===== src/rtl/alu_share_arbiter_if.sv =====
// ---------------------------------------------------------------------------
// alu_share_arbiter_if
// Bundles every handshake and datapath signal of the shared-ALU arbiter.
//   req0_* / req1_*   : request channel (valid/ready, two operands, ALU ctrl)
//   rsp0_* / rsp1_*   : response channel (valid/ready per requester)
//   rsp_result/zero   : shared registered result bus, qualified by rspN_valid
//   flush0            : kills all in-flight requester-0 work
//   alu_*             : operand/control out to the ALU, result/zero back
// Modports:
//   slave  - the arbiter itself
//   master - the environment (requesters plus the ALU)
// ---------------------------------------------------------------------------
interface alu_share_arbiter_if #(
    parameter int DATA_W = 32,
    parameter int CTRL_W = 4
);
    logic              req0_valid;
    logic              req0_ready;
    logic [DATA_W-1:0] req0_op1;
    logic [DATA_W-1:0] req0_op2;
    logic [CTRL_W-1:0] req0_ctrl;
    logic              req1_valid;
    logic              req1_ready;
    logic [DATA_W-1:0] req1_op1;
    logic [DATA_W-1:0] req1_op2;
    logic [CTRL_W-1:0] req1_ctrl;
    logic              rsp0_valid;
    logic              rsp0_ready;
    logic              rsp1_valid;
    logic              rsp1_ready;
    logic [DATA_W-1:0] rsp_result;
    logic              rsp_zero;
    logic              flush0;
    logic [DATA_W-1:0] alu_operand1;
    logic [DATA_W-1:0] alu_operand2;
    logic [CTRL_W-1:0] alu_control;
    logic [DATA_W-1:0] alu_result;
    logic              alu_zero;

    modport slave (
        input  req0_valid, req0_op1, req0_op2, req0_ctrl,
        input  req1_valid, req1_op1, req1_op2, req1_ctrl,
        input  rsp0_ready, rsp1_ready, flush0, alu_result, alu_zero,
        output req0_ready, req1_ready, rsp0_valid, rsp1_valid,
        output rsp_result, rsp_zero, alu_operand1, alu_operand2, alu_control
    );

    modport master (
        output req0_valid, req0_op1, req0_op2, req0_ctrl,
        output req1_valid, req1_op1, req1_op2, req1_ctrl,
        output rsp0_ready, rsp1_ready, flush0, alu_result, alu_zero,
        input  req0_ready, req1_ready, rsp0_valid, rsp1_valid,
        input  rsp_result, rsp_zero, alu_operand1, alu_operand2, alu_control
    );
endinterface


===== src/rtl/alu_share_arbiter.sv =====
// ---------------------------------------------------------------------------
// alu_share_arbiter
// Shares one ALU between the EX datapath (requester 0) and an auxiliary unit
// (requester 1). Two-entry pipeline: the issue register (s1) drives the ALU,
// the output register (out) holds the result until its owner takes it.
// Ports:
//   clk    - system clock
//   reset  - synchronous, active-high reset
//   bus    - alu_share_arbiter_if.slave (request/response handshakes, flush0,
//            ALU operand/control outputs and ALU result/zero inputs)
// Build option:
//   ALU_ARB_FIXED_PRIO_EN defined   -> requester 0 always wins ties
//   ALU_ARB_FIXED_PRIO_EN undefined -> round-robin between the requesters
// ---------------------------------------------------------------------------
module alu_share_arbiter #(
    parameter int DATA_W = 32,
    parameter int CTRL_W = 4
) (
    input logic                clk,
    input logic                reset,
    alu_share_arbiter_if.slave bus
);

    // issue stage
    logic              s1_valid_r;
    logic              s1_id_r;
    logic [DATA_W-1:0] s1_op1_r;
    logic [DATA_W-1:0] s1_op2_r;
    logic [CTRL_W-1:0] s1_ctrl_r;
    // output stage
    logic              out_valid_r;
    logic              out_id_r;
    logic [DATA_W-1:0] out_result_r;
    logic              out_zero_r;
`ifndef ALU_ARB_FIXED_PRIO_EN
    logic              last_grant_r;
`endif

    logic out_drain_s;
    logic out_kill_s;
    logic out_free_s;
    logic s1_kill_s;
    logic s1_move_s;
    logic s1_free_s;
    logic elig0_s;
    logic grant_s;
    logic ready0_s;
    logic ready1_s;
    logic accept_s;

    // Pipeline advance conditions; a flushed requester-0 entry frees its slot
    // in the same cycle so requester 1 can be taken without a bubble.
    always_comb begin
        out_drain_s = 1'b0;
        out_kill_s  = 1'b0;
        s1_kill_s   = 1'b0;
        if (out_valid_r) begin
            out_drain_s = out_id_r ? bus.rsp1_ready : bus.rsp0_ready;
            out_kill_s  = !out_id_r && bus.flush0;
        end else begin
            out_drain_s = 1'b0;
            out_kill_s  = 1'b0;
        end
        if (s1_valid_r) begin
            s1_kill_s = !s1_id_r && bus.flush0;
        end else begin
            s1_kill_s = 1'b0;
        end
        out_free_s = !out_valid_r || out_drain_s || out_kill_s;
        // a killed s1 entry must never reach the output stage
        s1_move_s  = s1_valid_r && out_free_s && !s1_kill_s;
        s1_free_s  = !s1_valid_r || s1_move_s || s1_kill_s;
    end

    // Grant selection; requester 0 is ineligible while flush0 is high so a
    // waiting requester 1 is not locked out by a blocked tie.
    always_comb begin
        elig0_s = bus.req0_valid && !bus.flush0;
        grant_s = 1'b0;
`ifdef ALU_ARB_FIXED_PRIO_EN
        if (elig0_s) begin
            grant_s = 1'b0;
        end else begin
            grant_s = 1'b1;
        end
`else
        if (elig0_s && bus.req1_valid) begin
            grant_s = !last_grant_r;
        end else if (elig0_s) begin
            grant_s = 1'b0;
        end else if (bus.req1_valid) begin
            grant_s = 1'b1;
        end else begin
            grant_s = !last_grant_r;
        end
`endif
        ready0_s = s1_free_s && !grant_s && !bus.flush0;
        ready1_s = s1_free_s && grant_s;
        accept_s = (ready0_s && bus.req0_valid) || (ready1_s && bus.req1_valid);
    end

    // Issue register: loads on acceptance, empties on move or flush.
    always_ff @(posedge clk) begin
        if (reset) begin
            s1_valid_r <= 1'b0;
            s1_id_r    <= 1'b0;
            s1_op1_r   <= {DATA_W{1'b0}};
            s1_op2_r   <= {DATA_W{1'b0}};
            s1_ctrl_r  <= {CTRL_W{1'b0}};
        end else if (accept_s) begin
            s1_valid_r <= 1'b1;
            s1_id_r    <= grant_s;
            s1_op1_r   <= grant_s ? bus.req1_op1  : bus.req0_op1;
            s1_op2_r   <= grant_s ? bus.req1_op2  : bus.req0_op2;
            s1_ctrl_r  <= grant_s ? bus.req1_ctrl : bus.req0_ctrl;
        end else if (s1_move_s || s1_kill_s) begin
            s1_valid_r <= 1'b0;
        end else begin
            s1_valid_r <= s1_valid_r;
        end
    end

    // Output register: captures the ALU result as s1 advances, otherwise
    // holds every field stable until drained or flushed.
    always_ff @(posedge clk) begin
        if (reset) begin
            out_valid_r  <= 1'b0;
            out_id_r     <= 1'b0;
            out_result_r <= {DATA_W{1'b0}};
            out_zero_r   <= 1'b0;
        end else if (s1_move_s) begin
            out_valid_r  <= 1'b1;
            out_id_r     <= s1_id_r;
            out_result_r <= bus.alu_result;
            out_zero_r   <= bus.alu_zero;
        end else if (out_drain_s || out_kill_s) begin
            out_valid_r  <= 1'b0;
        end else begin
            out_valid_r  <= out_valid_r;
        end
    end

`ifndef ALU_ARB_FIXED_PRIO_EN
    // Round-robin history: moves only on a real transfer; reset value 1 hands
    // the first tie to requester 0.
    always_ff @(posedge clk) begin
        if (reset) begin
            last_grant_r <= 1'b1;
        end else if (accept_s) begin
            last_grant_r <= grant_s;
        end else begin
            last_grant_r <= last_grant_r;
        end
    end
`endif

    assign bus.req0_ready   = ready0_s;
    assign bus.req1_ready   = ready1_s;
    assign bus.rsp0_valid   = out_valid_r && !out_id_r;
    assign bus.rsp1_valid   = out_valid_r && out_id_r;
    assign bus.rsp_result   = out_result_r;
    assign bus.rsp_zero     = out_zero_r;
    // ALU sees zeros whenever the issue slot is empty (including after flush)
    assign bus.alu_operand1 = s1_valid_r ? s1_op1_r  : {DATA_W{1'b0}};
    assign bus.alu_operand2 = s1_valid_r ? s1_op2_r  : {DATA_W{1'b0}};
    assign bus.alu_control  = s1_valid_r ? s1_ctrl_r : {CTRL_W{1'b0}};

endmodule


===== src/flat_wrapper.sv =====
// flat-port wrapper written by rule: the top's interface ports become plain ports
module alu_share_arbiter_flat 
#(
    parameter int DATA_W = 32,
    parameter int CTRL_W = 4
)
  (clk, reset, bus_req0_valid, bus_req0_op1, bus_req0_op2, bus_req0_ctrl, bus_req1_valid, bus_req1_op1, bus_req1_op2, bus_req1_ctrl, bus_rsp0_ready, bus_rsp1_ready, bus_flush0, bus_alu_result, bus_alu_zero, bus_req0_ready, bus_req1_ready, bus_rsp0_valid, bus_rsp1_valid, bus_rsp_result, bus_rsp_zero, bus_alu_operand1, bus_alu_operand2, bus_alu_control);
  alu_share_arbiter_if #(.DATA_W(DATA_W), .CTRL_W(CTRL_W)) bus_i ();
  input logic clk;
  input logic reset;
  input wire logic [$bits(bus_i.req0_valid)-1:0] bus_req0_valid;
  input wire logic [$bits(bus_i.req0_op1)-1:0] bus_req0_op1;
  input wire logic [$bits(bus_i.req0_op2)-1:0] bus_req0_op2;
  input wire logic [$bits(bus_i.req0_ctrl)-1:0] bus_req0_ctrl;
  input wire logic [$bits(bus_i.req1_valid)-1:0] bus_req1_valid;
  input wire logic [$bits(bus_i.req1_op1)-1:0] bus_req1_op1;
  input wire logic [$bits(bus_i.req1_op2)-1:0] bus_req1_op2;
  input wire logic [$bits(bus_i.req1_ctrl)-1:0] bus_req1_ctrl;
  input wire logic [$bits(bus_i.rsp0_ready)-1:0] bus_rsp0_ready;
  input wire logic [$bits(bus_i.rsp1_ready)-1:0] bus_rsp1_ready;
  input wire logic [$bits(bus_i.flush0)-1:0] bus_flush0;
  input wire logic [$bits(bus_i.alu_result)-1:0] bus_alu_result;
  input wire logic [$bits(bus_i.alu_zero)-1:0] bus_alu_zero;
  output wire logic [$bits(bus_i.req0_ready)-1:0] bus_req0_ready;
  output wire logic [$bits(bus_i.req1_ready)-1:0] bus_req1_ready;
  output wire logic [$bits(bus_i.rsp0_valid)-1:0] bus_rsp0_valid;
  output wire logic [$bits(bus_i.rsp1_valid)-1:0] bus_rsp1_valid;
  output wire logic [$bits(bus_i.rsp_result)-1:0] bus_rsp_result;
  output wire logic [$bits(bus_i.rsp_zero)-1:0] bus_rsp_zero;
  output wire logic [$bits(bus_i.alu_operand1)-1:0] bus_alu_operand1;
  output wire logic [$bits(bus_i.alu_operand2)-1:0] bus_alu_operand2;
  output wire logic [$bits(bus_i.alu_control)-1:0] bus_alu_control;
  assign bus_i.req0_valid = bus_req0_valid;
  assign bus_i.req0_op1 = bus_req0_op1;
  assign bus_i.req0_op2 = bus_req0_op2;
  assign bus_i.req0_ctrl = bus_req0_ctrl;
  assign bus_i.req1_valid = bus_req1_valid;
  assign bus_i.req1_op1 = bus_req1_op1;
  assign bus_i.req1_op2 = bus_req1_op2;
  assign bus_i.req1_ctrl = bus_req1_ctrl;
  assign bus_i.rsp0_ready = bus_rsp0_ready;
  assign bus_i.rsp1_ready = bus_rsp1_ready;
  assign bus_i.flush0 = bus_flush0;
  assign bus_i.alu_result = bus_alu_result;
  assign bus_i.alu_zero = bus_alu_zero;
  assign bus_req0_ready = bus_i.req0_ready;
  assign bus_req1_ready = bus_i.req1_ready;
  assign bus_rsp0_valid = bus_i.rsp0_valid;
  assign bus_rsp1_valid = bus_i.rsp1_valid;
  assign bus_rsp_result = bus_i.rsp_result;
  assign bus_rsp_zero = bus_i.rsp_zero;
  assign bus_alu_operand1 = bus_i.alu_operand1;
  assign bus_alu_operand2 = bus_i.alu_operand2;
  assign bus_alu_control = bus_i.alu_control;
  alu_share_arbiter #(.DATA_W(DATA_W), .CTRL_W(CTRL_W)) u_core (.clk(clk), .reset(reset), .bus(bus_i));
endmodule

===== config.mk =====
export PLATFORM = sky130hd
export DESIGN_NAME = alu_share_arbiter_flat
export DESIGN_NICKNAME = d
export VERILOG_FILES = /design/src/rtl/alu_share_arbiter_if.sv /design/src/rtl/alu_share_arbiter.sv /design/src/flat_wrapper.sv
export SDC_FILE = /design/constraint.sdc
export NUM_CORES = 1
export LEC_CHECK = 0
export ABC_AREA = 1
export CAP_MARGIN = 20
export CORE_MARGIN = 10
export CORE_UTILIZATION = 45
export DETAILED_ROUTE_END_ITERATION = 6
export PLACE_DENSITY = 0.88
export SLEW_MARGIN = 20
export SYNTH_ARGS = -nofsm -noshare
export SYNTH_HDL_FRONTEND = slang
export SYNTH_SLANG_ARGS = --single-unit
export TNS_END_PERCENT = 1

===== constraint.sdc =====
create_clock -name clk -period 3 [get_ports clk]
set_input_delay 0.3 -clock clk [delete_from_list [all_inputs] [get_ports clk]]
set_output_delay 0.3 -clock clk [all_outputs]
set_load 0.1 [all_outputs]

## Word-level counts from Yosys, hierarchy flattened

Index checks and enable logic that the tools add are counted.

- Add/sub/neg operators: 0
- $mul: 0
- Divide/modulo/power cells: 0
- $lt $le $gt $ge: 0
- Equal/unequal tests: 0
- Shift operators: 0
- Multiplexer cells: 17
- Bitwise operators: 0
- Reduce and logical (&&, ||, !) cells: 30

Operators with widths:

| cell | count |
|---|---|
| 32-bit two-way mux | 4 |
| 1-bit logical AND | 13 |
| 1-bit two-way mux | 11 |
| 1-bit zero test | 8 |
| 4-bit two-way mux | 2 |
| 1-bit logical OR | 7 |
| 2-bit nonzero test | 2 |

- Bits in registers: 106
- Latch bits: 0
- Bits in writable memories: 0
- ROM bits: 0
- Bits of input ports: 176
- Output and inout bits: 105
- Memories: 0

## Logic depth before layout (Yosys ltp)

Gate-level depths: netlist of run 1.

- Word-level depth: 13
- Depth in mapped cells: 11

## Least setup slack after synthesis of run 1

No wires, ideal clock.

- Path kind: reg2out
- From: register u_core.out_valid_r
- To: output port bus_req0_ready
- Arrival: 2212 ps
- Setup slack: 488 ps
- Stages on the path, launching flop included: 7
- Buffers on the path: 0
- Cells stage by stage: dfxtp_1 -> inv_1 -> nor2_2 -> nand2_1 -> nand3_2 -> nand2_1 -> inv_1

- Cells in the longest elaborated chain, start to end: 9
- Elaborated cells on any way between the ends: 11
- Those cells by class: mux: 2; reduce/logical: 9

RTL lines:

| what | RTL line | text |
|---|---|---|
| start, declared | alu_share_arbiter.sv:31 | `logic out_valid_r;` |
| start signal, assigned | alu_share_arbiter.sv:139 | `out_valid_r <= out_valid_r;` |
| 1-bit two-way mux or 1-bit zero test (tied branches) | alu_share_arbiter.sv:57, alu_share_arbiter.sv:69 |  |
| 1-bit logical OR | alu_share_arbiter.sv:69 | `out_free_s = !out_valid_r \|\| out_drain_s \|\| out_kill_s;` |
| 1-bit logical OR (*) | alu_share_arbiter.sv:69 |  |
| 1-bit logical AND (*) (2 in a row) | alu_share_arbiter.sv:71 | `s1_move_s = s1_valid_r && out_free_s && !s1_kill_s;` |
| 1-bit logical OR (*) (2 in a row) | alu_share_arbiter.sv:72 | `s1_free_s = !s1_valid_r \|\| s1_move_s \|\| s1_kill_s;` |
| 1-bit logical AND (*) (2 in a row) | alu_share_arbiter.sv:97 | `ready0_s = s1_free_s && !grant_s && !bus.flush0;` |
| end, declared | flat_wrapper.sv:24 | `output wire logic [$bits(bus_i.req0_ready)-1:0] bus_req0_ready;` |

Every way passes the cells marked *; elsewhere a longest branch is shown, timed or not.

## Worst setup path in the final report of run 1

- From: input port bus_flush0
- To: output port bus_req1_ready

- Cells in the longest elaborated chain, start to end: 8
- Elaborated cells on any way between the ends: 16
- Those cells by class: mux: 4; reduce/logical: 12

RTL lines:

| what | RTL line | text |
|---|---|---|
| start, declared | flat_wrapper.sv:21 | `input wire logic [$bits(bus_i.flush0)-1:0] bus_flush0;` |
| 1-bit logical AND | alu_share_arbiter.sv:59 | `out_kill_s = !out_id_r && bus.flush0;` |
| 1-bit two-way mux | alu_share_arbiter.sv:57 | `if (out_valid_r) begin` |
| 1-bit logical OR | alu_share_arbiter.sv:69 |  |
| 1-bit logical AND (2 in a row) | alu_share_arbiter.sv:71 |  |
| 1-bit logical OR (2 in a row) | alu_share_arbiter.sv:72 |  |
| 1-bit logical AND (*) | alu_share_arbiter.sv:98 | `ready1_s = s1_free_s && grant_s;` |
| end, declared | flat_wrapper.sv:25 | `output wire logic [$bits(bus_i.req1_ready)-1:0] bus_req1_ready;` |

Marks and branches as above.

==> flow_metrics.env, run 1 <==
export IMPL_outcome="finished clean"
export IMPL_ys_flop_type="dfxtp_1"
export IMPL_syn_to_final_growth_pct=50.20
export IMPL_yosys_warnings=0
export IMPL_yosys_top_cells_count="352 x nand2_1, 150 x inv_1, 136 x nor2_1"
export IMPL_avgRoutedWirePerCell_um=13.96
export IMPL_syn_nets=1175
export IMPL_path_clk_slew_ns=0.07
export IMPL_tritoncts="yes"
export IMPL_antenna_found_initial=1
export IMPL_worst_path_largest_cell_delay_ns=0.55
export IMPL_crit_required_ns=2.70
export IMPL_cts_sinks=106
export IMPL_die_area_um2=17840
export IMPL_cp_max_fo=36
export IMPL_post_route_period_util=0.7422
export IMPL_numCtsBuffers=9
export IMPL_power_mw=4.216
export IMPL_start_util=0.4599
export IMPL_worstMarginPinSlew_ns=0.9743
export IMPL_ant_nets=0
export IMPL_gp_congestion=0.8161
export IMPL_cp_depth=8
export IMPL_drive_gt1_frac=0.1115
export IMPL_post_synth_main_area_contributors="dfxtp_1 37%, nand2_1 23%, inv_1 9.7%, nor2_1 8.8%, a21oi_1 6.3%"
export IMPL_syn_area_um2=5804
export IMPL_critical_path_top_delay_family="buffers and inverters"
export IMPL_yosysTopAreaCell="dfxtp_1"
export IMPL_netlist_area_leader_share=0.3656
export IMPL_grtUsageTotal=0.2102
export IMPL_postCtsSetupBuffers=0
export IMPL_holdBufCountCts=0
export IMPL_critPathBufInv=4
export IMPL_grt_pass1_wl_um=31020
export IMPL_p_per_area_nw_per_um2=483.5
export IMPL_first_pass_iters=5
export IMPL_remaining_drc_errors=0
export IMPL_crit_path_end="bus_req1_ready"
export IMPL_synth_most_common_cell="nand2_1"
export IMPL_startpoint_type="input pin"
export IMPL_maxSlewViolCount=0
export IMPL_grt_pass1_vias=6232
export IMPL_min_period_ns=2.227
export IMPL_reg2reg_slack_ns=1.09
export IMPL_final_nets=1409
export IMPL_setup_tns_final_ns=0
export IMPL_coreArea_um2=12620
export IMPL_worst_path_max_delay_cell="clkdlybuf4s50_1"
export IMPL_dieWidth_um=133.6
export IMPL_relSlewSlack=0.3484
export IMPL_finalClockSkew_ns=0.005118
export IMPL_crit_top_cell="nand2_1"
export IMPL_timing_hold_ws_ns=0.4874
export IMPL_place_detailed_hpwl_um=14450
export IMPL_hold_violations=0
export IMPL_io_pins=281
export IMPL_synth_seq_area_share=0.3656
export IMPL_ctsResizeCount=0
export IMPL_drv_cap=0
export IMPL_fp_dieH_um=133.6
export IMPL_end_kind="output port"
export IMPL_synth_edf_count=0
export IMPL_drt_iter0_drc=448
export IMPL_path_class="input pin to output port"
export IMPL_syn_area_per_cell_um2=5.810
export IMPL_vias=6569
export IMPL_p_leak_nw=4.802
export IMPL_crit_start="bus_flush0"
export IMPL_cts_path_max_buffers=2
export IMPL_root_buffer="clkbuf_16"
export IMPL_r2r_end="u_core.s1_op1_r[21]"
export IMPL_viasPerCell=4.656
export IMPL_vdd_drop_max_mv=0.2935
export IMPL_cp_cell_sequence="clkdlybuf4s50_1 > nor2_1 > nand2_1 > nand2_2 > inv_2 > nand2_1 > inv_1 > buf_12"
export IMPL_min_path_type="register to register"
export IMPL_cp_arrival_ns=1.93
export IMPL_ys_ff_latch=106
export IMPL_overflow=0
export IMPL_synthCells=999
export IMPL_setup_viol=0
export IMPL_max_freq_mhz=449.1
export IMPL_port_buffers=280
export IMPL_rows=41
export IMPL_grt_start_max_net_pins=98
export IMPL_clk_latency_ns=0.35
export IMPL_synthDistinctLibCells=18
export IMPL_cts_max_level=3
export IMPL_wirelength_um=19700
export IMPL_async_flop_share=0
export IMPL_reg2reg_depth=10
export IMPL_timing_rr_start="u_core.last_grant_r"
export IMPL_grt_setup_unrepaired="false"
through the flow:
step,setup slack [ns],util,cells,area (um^2)
floorplan,0.4877,-,999,5804
global placement,0.6183,0.6661,1394,8406
detailed placement,0.5652,0.6661,1394,8406
CTS,0.7644,0.6907,1410,8716
global route,0.6142,0.6909,1411,8718
finish,0.7733,0.6909,1411,8718
cell families (layout without fill, tap and decap cells):
| group | Yosys count | in the layout | share of synthesized area |
|---|---|---|---|
| DFF | 106 | 106 | 0.3656 |
| AOI/OAI and AO/OA | 108 | 108 | 0.09420 |
| other | 0 | 1 | 0 |
| buffers and inverters | 221 | 460 | 0.1561 |
| and+or+nand+nor | 564 | 564 | 0.3841 |
layout make-up:
cell class | instances | area, um^2
inverter | 152 | 570.5
timing repair buffer | 292 | 2705
tap | 172 | 215.2
clock inverter | 7 | 85.08
antenna | 1 | 2.502
sequential | 106 | 2123
fill | 1116 | 3901
clock buffer | 9 | 225.2
multi-input combinational | 672 | 2791
flip-flops by register name, summed over array words and instances (netlist names):
name / cells
u_core.bus.rsp_result: 32
u_core.s1_op1_r: 32
u_core.s1_op2_r: 32
u_core.s1_ctrl_r: 4
u_core.bus.rsp_zero: 1
u_core.last_grant_r: 1
u_core.out_id_r: 1
u_core.out_valid_r: 1
u_core.s1_id_r: 1
u_core.s1_valid_r: 1
layer usage:
metal | track usage | vias up | wire length (um)
met5 | 0 | - | 0
met4 | 0.07376 | 0 | 294
met3 | 0.06429 | 17 | 1440
met2 | 0.3739 | 205 | 9981
met1 | 0.2306 | 2894 | 7981
li1 | - | 3453 | -
layout by cell type, fill, tap and decap left out, types with 2 or more instances in the layout:
cell | synthesis | final
nand2_1 | 352 | 352
clkdlybuf4s50_1 | 0 | 180
inv_1 | 150 | 149
nor2_1 | 136 | 136
buf_4 | 8 | 107
dfxtp_1 | 106 | 105
a21oi_1 | 73 | 73
nand3_1 | 71 | 71
o21ai_0 | 34 | 34
clkbuf_16 | 0 | 9
buf_12 | 0 | 5
inv_2 | 2 | 3
inv_6 | 0 | 3
nand3_4 | 0 | 2
clkinv_4 | 0 | 2
worst min-delay path by stage:
stage                                    startpoint                         to  slack (ns)  cells past startpoint
final                      u_core.bus.rsp_result[5]   u_core.bus.rsp_result[5]        0.49                      2
after global routing       u_core.bus.rsp_result[7]   u_core.bus.rsp_result[7]        0.51                      2
after CTS                 u_core.bus.rsp_result[23]  u_core.bus.rsp_result[23]        0.49                      2
after detailed placement  u_core.bus.rsp_result[23]  u_core.bus.rsp_result[23]        0.47                      2
after global placement     u_core.bus.rsp_result[3]   u_core.bus.rsp_result[3]        0.46                      2
after floorplan                               reset         u_core.out_valid_r        0.37                      1
report_power, final:
part,switching (mW),total (mW),internal [mW]
clock network,0.581,1.25,0.666
registers,0.0631,1.60,1.53
logic,0.884,1.37,0.487
total,1.53,4.22,2.69
worst register-to-register path, delay by kind of cell, from the launching register on:
kind,cells,cell delay [ns]
AO/OA/AOI/OAI,1,0.04
buffers and inverters,3,0.98
flip-flops,1,0.34
AND/OR/NAND/NOR,6,0.50
Power figures use the tool's default switching activity.
==> run 2: changes to the inputs <==
--- a/config.mk
+++ b/config.mk
@@ -8,9 +8,9 @@
 export ABC_AREA = 1
 export CAP_MARGIN = 20
 export CORE_MARGIN = 10
-export CORE_UTILIZATION = 45
+export CORE_UTILIZATION = 41
 export DETAILED_ROUTE_END_ITERATION = 6
-export PLACE_DENSITY = 0.88
+export PLACE_DENSITY = 0.81
 export SLEW_MARGIN = 20
 export SYNTH_ARGS = -nofsm -noshare
 export SYNTH_HDL_FRONTEND = slang
==> constraint.sdc (replaced) <==
create_clock -name clk -period 2.2 [get_ports clk]
set_input_delay 0.22 -clock clk [delete_from_list [all_inputs] [get_ports clk]]
set_output_delay 0.22 -clock clk [all_outputs]
set_load 0.1 [all_outputs]
==> flow_metrics.env, run 2 (synthesized netlist as in run 1, its figures left out) <==
export IMPL_path_class="register to output port"
export IMPL_relSlewSlack=0.5189
export IMPL_gp_congestion=0.8034
export IMPL_worst_path_max_delay_cell="buf_4"
export IMPL_avgRoutedWirePerCell_um=13.81
export IMPL_post_route_period_util=0.9222
export IMPL_path_clk_slew_ns=0.08
export IMPL_critical_path_top_delay_family="buffers and inverters"
export IMPL_cts_path_max_buffers=2
export IMPL_dieWidth_um=139.0
export IMPL_port_buffers=280
export IMPL_setup_ws_ns=0.1712
export IMPL_root_buffer="clkbuf_16"
export IMPL_grt_pass1_wl_um=31410
export IMPL_syn_to_final_growth_pct=66.24
export IMPL_vdd_drop_max_mv=0.3757
export IMPL_cts_max_level=3
export IMPL_grt_start_max_net_pins=69
export IMPL_remaining_drc_errors=0
export IMPL_final_nets=1416
export IMPL_antenna_found_initial=0
export IMPL_min_path_type="input pin to register"
export IMPL_drt_iter0_drc=348
export IMPL_final_cell_mix="352 x nand2_1, 175 x clkdlybuf4s50_1, 149 x inv_1"
export IMPL_overflow=0
export IMPL_worst_path_largest_cell_delay_ns=0.57
export IMPL_p_per_area_nw_per_um2=598.2
export IMPL_nFillCells=1162
export IMPL_numCtsBuffers=9
export IMPL_first_pass_iters=5
export IMPL_startpoint_type="register"
export IMPL_grt_setup_unrepaired="false"
export IMPL_end_kind="output port"
export IMPL_postCtsSetupBuffers=0
export IMPL_min_period_ns=2.029
export IMPL_grt_pass1_vias=6229
export IMPL_finalClockSkew_ns=0.01224
export IMPL_crit_required_ns=1.98
export IMPL_drive_gt1_frac=0.1205
export IMPL_rows=43
export IMPL_fp_dieH_um=139.0
export IMPL_hold_violations=0
export IMPL_ff_latch_area_um2=2123
export IMPL_vias=6502
export IMPL_final_common_cell="nand2_1"
export IMPL_clk_latency_ns=0.36
export IMPL_maxSlewViolCount=0
export IMPL_setup_tns_final_ns=0
export IMPL_cp_arrival_ns=1.81
export IMPL_n_antenna_cell=0
export IMPL_io_pins=281
export IMPL_pre_cts_ws_ns=0.2048
export IMPL_holdBufCountCts=0
export IMPL_wirelength_um=19680
export IMPL_viasPerCell=4.563
export IMPL_die_area_um2=19320
export IMPL_cts_sinks=106
export IMPL_critPathBufInv=3
export IMPL_p_leak_nw=5.037
export IMPL_worstMarginPinSlew_ns=0.7216
export IMPL_start_util=0.4182
export IMPL_grtUsageTotal=0.1955
export IMPL_multi_input_area_um2=2796
export IMPL_drv_cap=0
export IMPL_coreArea_um2=13880
export IMPL_setup_viol=0
export IMPL_cp_max_fo=68
export IMPL_cp_cell_sequence="buf_4 > nand2_1 > inv_1 > buf_12"
export IMPL_place_detailed_hpwl_um=14820
export IMPL_tritoncts="yes"
export IMPL_ctsResizeCount=0
export IMPL_max_freq_mhz=492.9
export IMPL_ant_nets=0
export IMPL_outcome="finished clean"
-- run 2: worst paths after layout --
| check | from | endpoint | slack [ns] | cells past startpoint |
|---|---|---|---|---|
| worst min-delay path | reset | u_core.s1_id_r | 0.46 | 2 |
| worst max register to register | u_core.out_id_r | u_core.s1_op2_r[15] | 0.56 | 8 |
| worst max-delay path | u_core.s1_valid_r | bus_alu_operand2[27] | 0.17 | 4 |
| worst min register to register | u_core.bus.rsp_result[5] | u_core.bus.rsp_result[5] | 0.49 | 2 |
-- run 2: layer usage --
metal,track usage,wire length (um)
met3,0.06027,1323
met1,0.2190,8226
met4,0.07414,438
met5,0,0
met2,0.3390,9694
-- run 2: layout make-up --
class,count,area share
well taps,180,0.02334
inverters,152,0.05913
repair buffers,299,0.3779
clock buffers,9,0.02334
multi-input cells,672,0.2898
flip-flops and latches,106,0.2200
clock inverters,7,0.006483
-- run 2: through the flow --
stage / hold slack [ns] / instance area [um^2] / util / instances / power, mW
4_1_cts: 0.4598 / 9649 / 0.6952 / 1425 / 5.818
3_5_place_dp: 0.4725 / 9361 / 0.6744 / 1409 / 4.240
2_1_floorplan: 0.2891 / 5809 / - / 999 / 3.486
6_report: 0.4643 / 9649 / 0.6952 / 1425 / 5.772
3_3_place_gp: 0.4625 / 9361 / 0.6744 / 1409 / 4.206
5_1_grt: 0.4891 / 9649 / 0.6952 / 1425 / 6.081
-- run 2: report_power, final --
group          leakage (nW)  switching (mW)  internal (mW)  total, mW
Sequential            0.874          0.0878           2.09       2.18
Combinational          4.03            1.23          0.780       2.01
Clock                 0.136           0.792          0.789       1.58
-- run 2: worst reg2reg max path: stages, from the launching register on --
cell	delay, ns
dfxtp_1	0.44
nand3_1	0.11
nand2_1	0.11
nand3_2	0.17
nand3_4	0.19
buf_4	0.29
nand3_1	0.12
nand2_1	0.07
nor2_1	0.05
==> run 3: changes to the inputs <==
--- a/config.mk
+++ b/config.mk
@@ -7,7 +7,7 @@
 export LEC_CHECK = 0
 export ABC_AREA = 1
 export CAP_MARGIN = 20
-export CORE_MARGIN = 10
+export CORE_MARGIN = 2
 export CORE_UTILIZATION = 41
 export DETAILED_ROUTE_END_ITERATION = 6
 export PLACE_DENSITY = 0.81
==> flow_metrics.env, run 3 (synthesized netlist as in run 1, its figures left out) <==
export IMPL_grt_pass1_wl_um=28210
export IMPL_numCtsBuffers=9
export IMPL_drt_iter0_drc=483
export IMPL_clk_latency_ns=0.35
export IMPL_reg2reg_slack_ns=0.48
export IMPL_remaining_drc_errors=0
export IMPL_relSlewSlack=0.7632
export IMPL_ant_nets=0
export IMPL_cts_path_max_buffers=2
export IMPL_multi_input_area_um2=2796
export IMPL_end_kind="output port"
export IMPL_overflow=0
export IMPL_coreArea_um2=13880
export IMPL_crit_start="bus_req0_valid"
export IMPL_min_path_type="register to register"
export IMPL_rows=43
export IMPL_p_leak_nw=5.049
export IMPL_max_freq_mhz=553.0
export IMPL_postPlaceCellArea_um2=9351
export IMPL_grt_start_max_net_pins=79
export IMPL_final_common_cell="nand2_1"
export IMPL_finalClockSkew_ns=0.007426
export IMPL_vias=6651
export IMPL_path_clk_slew_ns=0.07
export IMPL_setup_ws_ns=0.3917
export IMPL_final_cell_area_um2=9668
export IMPL_pre_cts_ws_ns=0.1273
export IMPL_critical_path_top_delay_family="buffers and inverters"
export IMPL_hold_violations=0
export IMPL_gp_congestion=0.7808
export IMPL_start_util=0.4182
export IMPL_dieWidth_um=123.0
export IMPL_nFillCells=1193
export IMPL_worst_path_largest_cell_delay_ns=0.53
export IMPL_crit_path_end="bus_req0_ready"
export IMPL_tritoncts="yes"
export IMPL_utilization=0.6965
export IMPL_place_detailed_hpwl_um=12740
export IMPL_path_class="input pin to output port"
export IMPL_cp_depth=8
export IMPL_crit_required_ns=1.98
export IMPL_worst_path_max_delay_cell="clkdlybuf4s50_1"
export IMPL_critPathBufInv=4
export IMPL_timing_rr_start="u_core.out_id_r"
export IMPL_min_period_ns=1.808
export IMPL_setup_viol=0
export IMPL_grtUsageTotal=0.2328
export IMPL_ff_latch_area_um2=2123
export IMPL_worstMarginPinSlew_ns=0.3547
export IMPL_cp_max_fo=2
export IMPL_postCtsSetupBuffers=0
export IMPL_cts_max_level=3
export IMPL_avgRoutedWirePerCell_um=12.64
export IMPL_ctsResizeCount=0
export IMPL_r2r_end="u_core.s1_ctrl_r[2]"
export IMPL_setup_tns_final_ns=0
export IMPL_first_pass_iters=7
export IMPL_reg2reg_depth=8
export IMPL_holdBufCountCts=0
export IMPL_die_area_um2=15120
export IMPL_cts_sinks=106
export IMPL_maxSlewViolCount=0
export IMPL_grt_setup_unrepaired="false"
export IMPL_post_route_period_util=0.8220
export IMPL_power_mw=5.938
export IMPL_syn_to_final_growth_pct=66.57
export IMPL_cp_cell_sequence="clkdlybuf4s50_1 > inv_1 > nor2_1 > nand2_1 > a21oi_1 > nand2_1 > inv_1 > buf_12"
export IMPL_io_pins=281
export IMPL_wirelength_um=17970
export IMPL_cp_arrival_ns=1.59
export IMPL_p_per_area_nw_per_um2=614.2
export IMPL_viasPerCell=4.677
export IMPL_grt_pass1_vias=6098
export IMPL_outcome="finished clean"
export IMPL_final_cell_mix="352 x nand2_1, 175 x clkdlybuf4s50_1, 149 x inv_1"
export IMPL_drive_gt1_frac=0.1176
export IMPL_fp_dieH_um=123.0
export IMPL_startpoint_type="input pin"
export IMPL_drv_cap=0
export IMPL_antenna_found_initial=0
export IMPL_root_buffer="clkbuf_16"
export IMPL_vdd_drop_max_mv=0.3565
export IMPL_n_antenna_cell=0
export IMPL_port_buffers=280
export IMPL_final_nets=1413
[run 3: cell count changes in the layout (fill, tap and decap cells not counted)]
cell | previous run | this run
clkbuf_1 | 0 | 1
clkinv_8 | 1 | 0
inv_6 | 3 | 2
bufinv_16 | 0 | 2
clkinv_2 | 1 | 2
buf_4 | 47 | 43
buf_12 | 77 | 78
clkinvlp_4 | 2 | 0
[run 3: worst min-delay path, cell delays in order (launching register included)]
cell     delay, ns
dfxtp_1       0.33
nor2_1        0.05
nor2_1        0.08
[run 3: cell type report]
type / instances / area share
Clock buffer: 10 / 0.02368
Clock inverter: 6 / 0.009059
Inverter: 152 / 0.05901
Multi-Input combinational cell: 672 / 0.2892
Sequential cell: 106 / 0.2196
Tap cell: 180 / 0.02329
Timing Repair Buffer: 296 / 0.3761
[run 3: worst min path at each step]
stage / endpoint / from / slack [ns] / cells past startpoint
floorplan: u_core.out_valid_r / reset / 0.29 / 1
global placement: u_core.bus.rsp_result[11] / u_core.bus.rsp_result[11] / 0.46 / 2
detailed placement: u_core.bus.rsp_result[16] / u_core.bus.rsp_result[16] / 0.47 / 2
CTS: u_core.bus.rsp_result[11] / bus_alu_result[11] / 0.47 / 3
global route: u_core.bus.rsp_result[6] / bus_alu_result[6] / 0.51 / 3
finish: u_core.bus.rsp_result[16] / u_core.bus.rsp_result[16] / 0.49 / 2
[run 3: routing by layer]
layer / routed length (um) / global-route usage
met5: 0 / 0
met4: 393 / 0.08807
met3: 1424 / 0.05627
met2: 9140 / 0.4313
met1: 7008 / 0.2553
[run 3: per-stage QoR]
step	hold WS, ns	cells
finish	0.4864	1422
global route	0.5093	1422
CTS	0.4737	1422
detailed placement	0.4731	1406
global placement	0.4631	1406
floorplan	0.2891	999
[run 3: report_power, final]
group / leakage [nW] / internal, mW / total [mW] / switching [mW]
Combinational: 4.02 / 0.780 / 2.01 / 1.23
Sequential: 0.874 / 2.09 / 2.18 / 0.0888
Clock: 0.157 / 1.00 / 1.74 / 0.739
